### src/rtl/fetch_branch_ctrl.sv
// fetch_branch_ctrl: fetches the instruction at the current PC from ROM (req/ack),
// decodes branch opcodes and drives branch/add plus a one-cycle pc_adv strobe to the PC.
// Halts on the HALT opcode or when the ROM fails to answer within TIMEOUT wait cycles.
// Optional feature macro: BRANCH_STATS_EN (adds taken_cnt / instr_cnt saturating counters).
module fetch_branch_ctrl #(
    parameter int unsigned IW      = 16,
    parameter int unsigned TIMEOUT = 15
) (
    input  logic          clk,
    input  logic          clr,
    input  logic          start,
    input  logic [7:0]    pc,
    output logic [7:0]    rom_addr,
    output logic          rom_req,
    input  logic          rom_ack,
    input  logic [IW-1:0] rom_data,
    input  logic          zero_flag,
    output logic          branch,
    output logic [7:0]    add,
    output logic          pc_adv,
    output logic [IW-1:0] ir,
    output logic          halted,
`ifdef BRANCH_STATS_EN
    output logic [7:0]    taken_cnt,
    output logic [7:0]    instr_cnt,
`endif
    output logic          fetch_err
);

    localparam int unsigned AW    = 8;
    localparam int unsigned TMO_W = 8;

    localparam logic [3:0] OP_BR   = 4'hB;
    localparam logic [3:0] OP_BZ   = 4'hC;
    localparam logic [3:0] OP_BNZ  = 4'hD;
    localparam logic [3:0] OP_HALT = 4'hF;

    typedef enum logic [2:0] {
        S_IDLE,
        S_FETCH,
        S_WAIT,
        S_DECODE,
        S_ADVANCE,
        S_HALT
    } state_t;

    state_t           state, state_n;
    logic [AW-1:0]    rom_addr_n;
    logic             rom_req_n;
    logic             branch_n;
    logic [AW-1:0]    add_n;
    logic             pc_adv_n;
    logic [IW-1:0]    ir_n;
    logic             halted_n;
    logic             fetch_err_n;
    logic [TMO_W-1:0] tmo, tmo_n, tmo_inc;
    logic [3:0]       op;

    assign op      = ir[15:12];
    assign tmo_inc = tmo + TMO_W'(1);

    // Next-state and next-output computation
    always_comb begin
        state_n     = state;
        rom_addr_n  = rom_addr;
        rom_req_n   = rom_req;
        branch_n    = branch;
        add_n       = add;
        pc_adv_n    = pc_adv;
        ir_n        = ir;
        halted_n    = halted;
        fetch_err_n = fetch_err;
        tmo_n       = tmo;
        case (state)
            S_IDLE: begin
                if (start) state_n = S_FETCH;
            end
            S_FETCH: begin
                rom_addr_n = pc;
                rom_req_n  = 1'b1;
                tmo_n      = '0;
                state_n    = S_WAIT;
            end
            S_WAIT: begin
                // an ack arriving on the final allowed cycle still wins over the timeout
                if (rom_ack) begin
                    ir_n      = rom_data;
                    rom_req_n = 1'b0;
                    state_n   = S_DECODE;
                end else begin
                    tmo_n = tmo_inc;
                    if (tmo_inc == TMO_W'(TIMEOUT)) begin
                        rom_req_n   = 1'b0;
                        fetch_err_n = 1'b1;
                        halted_n    = 1'b1;
                        state_n     = S_HALT;
                    end
                end
            end
            S_DECODE: begin
                case (op)
                    OP_BR: begin
                        branch_n = 1'b1;
                        add_n    = ir[7:0];
                    end
                    OP_BZ: begin
                        branch_n = zero_flag;
                        add_n    = zero_flag ? ir[7:0] : '0;
                    end
                    OP_BNZ: begin
                        branch_n = ~zero_flag;
                        add_n    = zero_flag ? '0 : ir[7:0];
                    end
                    default: begin
                        branch_n = 1'b0;
                        add_n    = '0;
                    end
                endcase
                if (op == OP_HALT) begin
                    halted_n = 1'b1;
                    state_n  = S_HALT;
                end else begin
                    pc_adv_n = 1'b1;
                    state_n  = S_ADVANCE;
                end
            end
            S_ADVANCE: begin
                branch_n = 1'b0;
                add_n    = '0;
                pc_adv_n = 1'b0;
                state_n  = S_FETCH;
            end
            S_HALT: begin
                halted_n  = 1'b1;
                rom_req_n = 1'b0;
                branch_n  = 1'b0;
                add_n     = '0;
                pc_adv_n  = 1'b0;
            end
            default: state_n = S_IDLE;
        endcase
    end

    // State and output registers
    always_ff @(posedge clk or posedge clr) begin
        if (clr) begin
            state     <= S_IDLE;
            rom_addr  <= '0;
            rom_req   <= 1'b0;
            branch    <= 1'b0;
            add       <= '0;
            pc_adv    <= 1'b0;
            ir        <= '0;
            halted    <= 1'b0;
            fetch_err <= 1'b0;
            tmo       <= '0;
        end else begin
            state     <= state_n;
            rom_addr  <= rom_addr_n;
            rom_req   <= rom_req_n;
            branch    <= branch_n;
            add       <= add_n;
            pc_adv    <= pc_adv_n;
            ir        <= ir_n;
            halted    <= halted_n;
            fetch_err <= fetch_err_n;
            tmo       <= tmo_n;
        end
    end

`ifdef BRANCH_STATS_EN
    logic [7:0] taken_cnt_n, instr_cnt_n;

    // Saturating counts of issued advances and taken branches
    always_comb begin
        taken_cnt_n = taken_cnt;
        instr_cnt_n = instr_cnt;
        if (pc_adv) begin
            if (instr_cnt != 8'hFF) instr_cnt_n = instr_cnt + 8'd1;
            if (branch && (taken_cnt != 8'hFF)) taken_cnt_n = taken_cnt + 8'd1;
        end
    end

    // Statistics registers
    always_ff @(posedge clk or posedge clr) begin
        if (clr) begin
            taken_cnt <= '0;
            instr_cnt <= '0;
        end else begin
            taken_cnt <= taken_cnt_n;
            instr_cnt <= instr_cnt_n;
        end
    end
`else
    // statistics counters not built
`endif

endmodule

### config.mk
export PLATFORM = sky130hd
export DESIGN_NAME = fetch_branch_ctrl
export DESIGN_NICKNAME = d
export VERILOG_FILES = /design/src/rtl/fetch_branch_ctrl.sv
export SDC_FILE = /design/constraint.sdc
export NUM_CORES = 1
export LEC_CHECK = 0
export BUFFER_PORTS_ARGS = -buffer_cell sky130_fd_sc_hd__buf_2
export CAP_MARGIN = 40
export CORE_UTILIZATION = 50
export DETAILED_ROUTE_END_ITERATION = 16
export HOLD_SLACK_MARGIN = 0.05
export PLACE_DENSITY = 0.76
export SETUP_SLACK_MARGIN = 0.5
export SLEW_MARGIN = 20
export SYNTH_ARGS = -nofsm -noshare
export SYNTH_HDL_FRONTEND = slang
export SYNTH_SLANG_ARGS = --single-unit
### constraint.sdc
create_clock -name clk -period 3.2 [get_ports clk]
set_input_delay 0.16 -clock clk [delete_from_list [all_inputs] [get_ports clk]]
set_output_delay 0.16 -clock clk [all_outputs]
set_load 0.01 [all_outputs]
# Yosys cells after proc, flatten, opt, wreduce, memory -nomap -nowiden
# Cells that the tools add are included.
[totals]
latch_bits = 0
input_bits = 29
ram_bits = 0
mem_count = 0
rom_bits = 0
regBits = 48
wordCells = 65
[op_classes]
add_sub_neg = 1
shift = 0
n_mul = 0
n_lt_le_gt_ge = 0
n_mux = 22
bitwise_logic = 3
reduce_logical = 13
div_mod_pow = 0
n_eq_ne = 16
[ops]
columns = ["cell", "n"]
rows = [
  ["$pmux W8 S2", 2],
  ["$mux W8", 3],
  ["$pmux W8 S3", 1],
  ["$pmux W3 S6", 1],
  ["$eq A4 B4 Y1 const B", 4],
  ["$ne A2 B2 Y1 const B", 5],
  ["$mux W3", 3],
  ["$pmux W1 S3", 3],
  ["$add A8 B1 Y8 const B", 1],
  ["$eq A8 B4 Y1 const B", 1],
  ["$reduce_and A2 Y1", 4],
  ["$mux W1", 7],
  ["$eq A3 B2 Y1 const B", 2],
  ["$eq A3 B3 Y1 const B", 2],
  ["$reduce_and A3 Y1", 2],
  ["$reduce_bool A3 Y1", 2],
  ["$pmux W1 S2", 2],
  ["$reduce_and A4 Y1", 1],
  ["$reduce_bool A2 Y1", 2],
  ["$eq A3 B1 Y1 const B", 1],
  ["$logic_not A3 Y1", 1],
  ["$ne A3 B3 Y1 const B", 1],
  ["$not A1 Y1", 3],
  ["$reduce_or A2 Y1", 1],
]

# Longest topological paths before layout
[depth]
depth_word = 5
mapped_depth = 6
mapped_depth_nobuf = 5

# Worst setup path before layout
# OpenSTA, ideal clock, no wires.
[synth_timing]
kind = "reg2reg"
from = "reg tmo[0]"
to = "reg state[2]"
synth_period_minus_slack_ns = 1.606
arrival_time_ns = 1.511
slack_ns = 1.594
path_stages_with_launch = 6
setup_ns = 0.095
path_cell_list = "dfrtp_1 -> ha_1 -> and3_1 -> nor4_1 -> o211ai_1 -> o31ai_1"
[synth_via]
elab_chain_len = 4
[synth_rtl]
columns = ["item", "line_no", "text"]
rows = [
  ["start: declaration", "56", "logic [TMO_W-1:0] tmo, tmo_n, tmo_inc;"],
  ["start signal: assignment", "167", "tmo <= tmo_n;"],
  ["$add A8 B1 Y8", "60", "assign tmo_inc = tmo + TMO_W'(1);"],
  ["$eq A8 B4 Y1", "92", "if (tmo_inc == TMO_W'(TIMEOUT)) begin"],
  ["$ne A3 B3 Y1 (no source line)", "-", ""],
  ["$reduce_and A3 Y1 (no source line)", "-", ""],
  ["end signal: assignment", "158", "state <= state_n;"],
  ["end: declaration", "47", "state_t state, state_n;"],
]
# Every way passes these cells.
# A chain may end at the register's enable or synchronous reset.

# Worst setup path after layout
[layout_timing]
from = "reg state[0]"
to = "reg tmo[7]"
[layout_via]
elab_chain_len = 3
[layout_rtl]
columns = ["item", "line_no", "text"]
rows = [
  ["$eq A3 B2 Y1 or $eq A3 B1 Y1 (tied branches)", "74", "case (state)"],
  ["$ne A2 B2 Y1 (no source line) or $reduce_bool A2 Y1 (tied branches)", "-", ""],
  ["$reduce_and A2 Y1 (no source line)", "-", ""],
]
# Several ways; a longest one is shown, not always the timed one.

==> metrics <==
status=complete, no violations; post-route cell area=2750 um2; Detail Placement HPWL=about 3.2 mm; H-tree Lvls=2; via count=roughly 1700; die height=70.1 um; Max IR drop VDD=between 500 and 600 uV; Placed Instance Area=between 2000 and 3000 um2; sequential fraction of the synthesis area=0.518; Crit. End Element=register; Bufs on Longest Clock Path=2; Setup Fix Bufs, Post-CTS=0; Relative slew margins=0.503; Area Growth Syn to Fin=18.7%; CP arrival=2.10 ns; Die Area=between 4000 and 5000 um2; hold crit path type=in -> reg; Crit Path Max Fanout=21; CTS Sinks=48; Setup Skew=about 0.012 ns; initial antenna violation count=0; Crit Path Class=reg -> reg; IO buf count=65; Crit-path slowest cell=dfrtp_1; crit path time final=about 1.9 ns; IO Pins=66; Req. time, crit path=around 3.4 ns; Starting Density=0.526; final WL=4.49 mm; share of the cycle needed by the critical path after routing=0.599; Starting DRT DRC Count=94; Critical Path Max Stage Delay=just under 0.8 ns; crit path launch type=register; antenna viol nets, final=0; gr usage total=0.199; total grt overflow=0; Mapped Area=2320 um2; core area=around 4400 um2; number of nets in the layout=285; drt via density=5.68; critical path cell sequence=nor3b_4, nor2_2, o21ai_0, o41ai_2; number of flops mapped to enable cells by yosys=0; RSZ-0062 raised after global routing=no; Syn Inst Count=between 150 and 200; max-slew violations=0; CTS tree=done; yosys warns=0; Root Driver=clkbuf_8; Placer Congestion=a little under 0.8; static leakage=roughly 1.3 nW; Worst Tran Pin Value=about 0.75 ns; setup_tns=0 ns; total nets after synthesis=220; Worst-Skew Late Latency=0.30 ns; Clock Pin Slew Worst Setup and Hold Paths=~0.090 ns; Die W=about 70 um; fmax=roughly 520 MHz; Most used DFF post-synth=dfrtp_1; #FFs+latches synth=48; global-route wire length before repair=7.68 mm; routed length per instance=around 15 um; DRC Markers=0; Syn Area/Cell=12.3 um2; Netlist cell types=49; Pwr Density=~880 nW/um2; vias in the first global route=1706; # diodes=0; largest net degree at the start of global routing=35; max_cap viols=0; layout cells sized above 1=0.424; Cell Rows=24; cts bufs inserted=5; final setup fails=0; router iterations before antenna repair=4; asr flop ratio synth=1.00; Final Hold Vio Count=0
==> synth_stat cells (3+ instances only) <==
master / n / area (um2)
inv_1: 5 / 18.8
dfrtp_1: 48 / 1200
nand2_1: 7 / 26.3
o31ai_1: 5 / 37.5
a21oi_1: 8 / 40.0
a21o_1: 3 / 22.5
nand3_1: 3 / 15.0
nor2_1: 6 / 22.5
mux2_4: 10 / 150
and3_1: 3 / 18.8
mux2_2: 14 / 158
a31oi_1: 6 / 37.5
buf_2: 5 / 25.0
nand4_1: 3 / 18.8
a22o_1: 8 / 70.1
nor2b_1: 3 / 18.8
o21ai_0: 16 / 80.1
==> worst max-delay path, delay by kind of cell, from the launching register on <==
family / cells / cell delay [ns]
AO/OA/AOI/OAI: 2 / 0.32
flip-flops: 1 / 0.79
AND/OR/NAND/NOR: 2 / 0.69
==> state kept, by name, indices dropped and copies added (netlist names), 3 cells and up <==
register,count
ir,16
state,3
rom_addr,8
add,8
tmo,8
==> timing repair <==
| action | in CTS | in global routing |
|---|---|---|
| resized for setup | 0 | 0 |
| hold buffers | 1 | 0 |
| hold endpoints to repair | 14 | 0 |
| endpoints found under the setup margin | 0 | 0 |
==> routing by layer <==
| metal | GRT usage | vias up | wire length, um |
|---|---|---|---|
| met5 | 0 | - | 0 |
| met4 | 0.0778 | 0 | 102 |
| met3 | 0.0491 | 10 | 214 |
| met2 | 0.314 | 56 | 2110 |
| met1 | 0.264 | 841 | 2070 |
| li1 | - | 838 | - |
==> final timing paths <==
| check | cells past startpoint | start | slack (ns) | endpoint |
|---|---|---|---|---|
| min in group asynchronous | 3 | clr | 0.37 | tmo[3] |
| max reg2reg | 4 | state[0] | 1.28 | tmo[7] |
| max | 4 | state[0] | 1.28 | tmo[7] |
| min reg2reg | 1 | branch | 0.48 | branch |
| min | 2 | rom_data[3] | 0.08 | ir[3] |
| max in group asynchronous | 4 | clr | 2.33 | state[2] |
==> report_power, final <==
| part | internal (W) | total [W] | switching, W |
|---|---|---|---|
| Clock | 0.000156 | 0.000351 | 0.000195 |
| Combinational | 0.000542 | 0.00101 | 0.000468 |
| Sequential | 0.000835 | 0.00108 | 0.000241 |
==> metrics by stage <==
stage	worst slack [ns]	total power, W	instances	hold slack, ns	util
after floorplan	1.59	0.00182	189	0.308	-
after global placement	1.33	0.00207	297	0.389	0.598
after detailed placement	1.31	0.00210	298	0.151	0.602
after CTS	1.28	0.00246	307	0.0798	0.624
after global routing	1.14	0.00260	307	0.0728	0.624
final	1.28	0.00244	307	0.0843	0.624
==> cell families (layout without fill, tap and decap cells) <==
family          count (synthesis)  after routing  synth area share
xor+xnor                        1              1           0.00378
flops                          48             48             0.518
fa+ha+maj                       2              2            0.0108
compound gates                 59             59             0.179
simple gates                   40             40             0.114
buf+inv                        15             81            0.0421
mux                            24             24             0.133
==> cells in the final DEF (no fill, tap or decap), types with 4 or more instances in the layout <==
cell type / Yosys / layout
a21oi_1: 8 / 8
a22o_1: 8 / 8
a31oi_1: 6 / 6
buf_2: 5 / 65
clkbuf_8: 0 / 5
dfrtp_1: 48 / 48
inv_1: 5 / 4
mux2_2: 14 / 14
mux2_4: 10 / 10
nand2_1: 7 / 7
nor2_1: 6 / 6
o21ai_0: 16 / 16
o31ai_1: 5 / 5
==> final cells by class <==
class,instances,area (um2)
clock buffers,7,76.3
clock inverters,1,8.76
fillers,361,1660
inverters,5,18.8
multi-input cells,126,1020
flip-flops and latches,48,1200
well taps,52,65.1
repair buffers,68,363
Note: power is estimated with default switching activity, not from simulation.
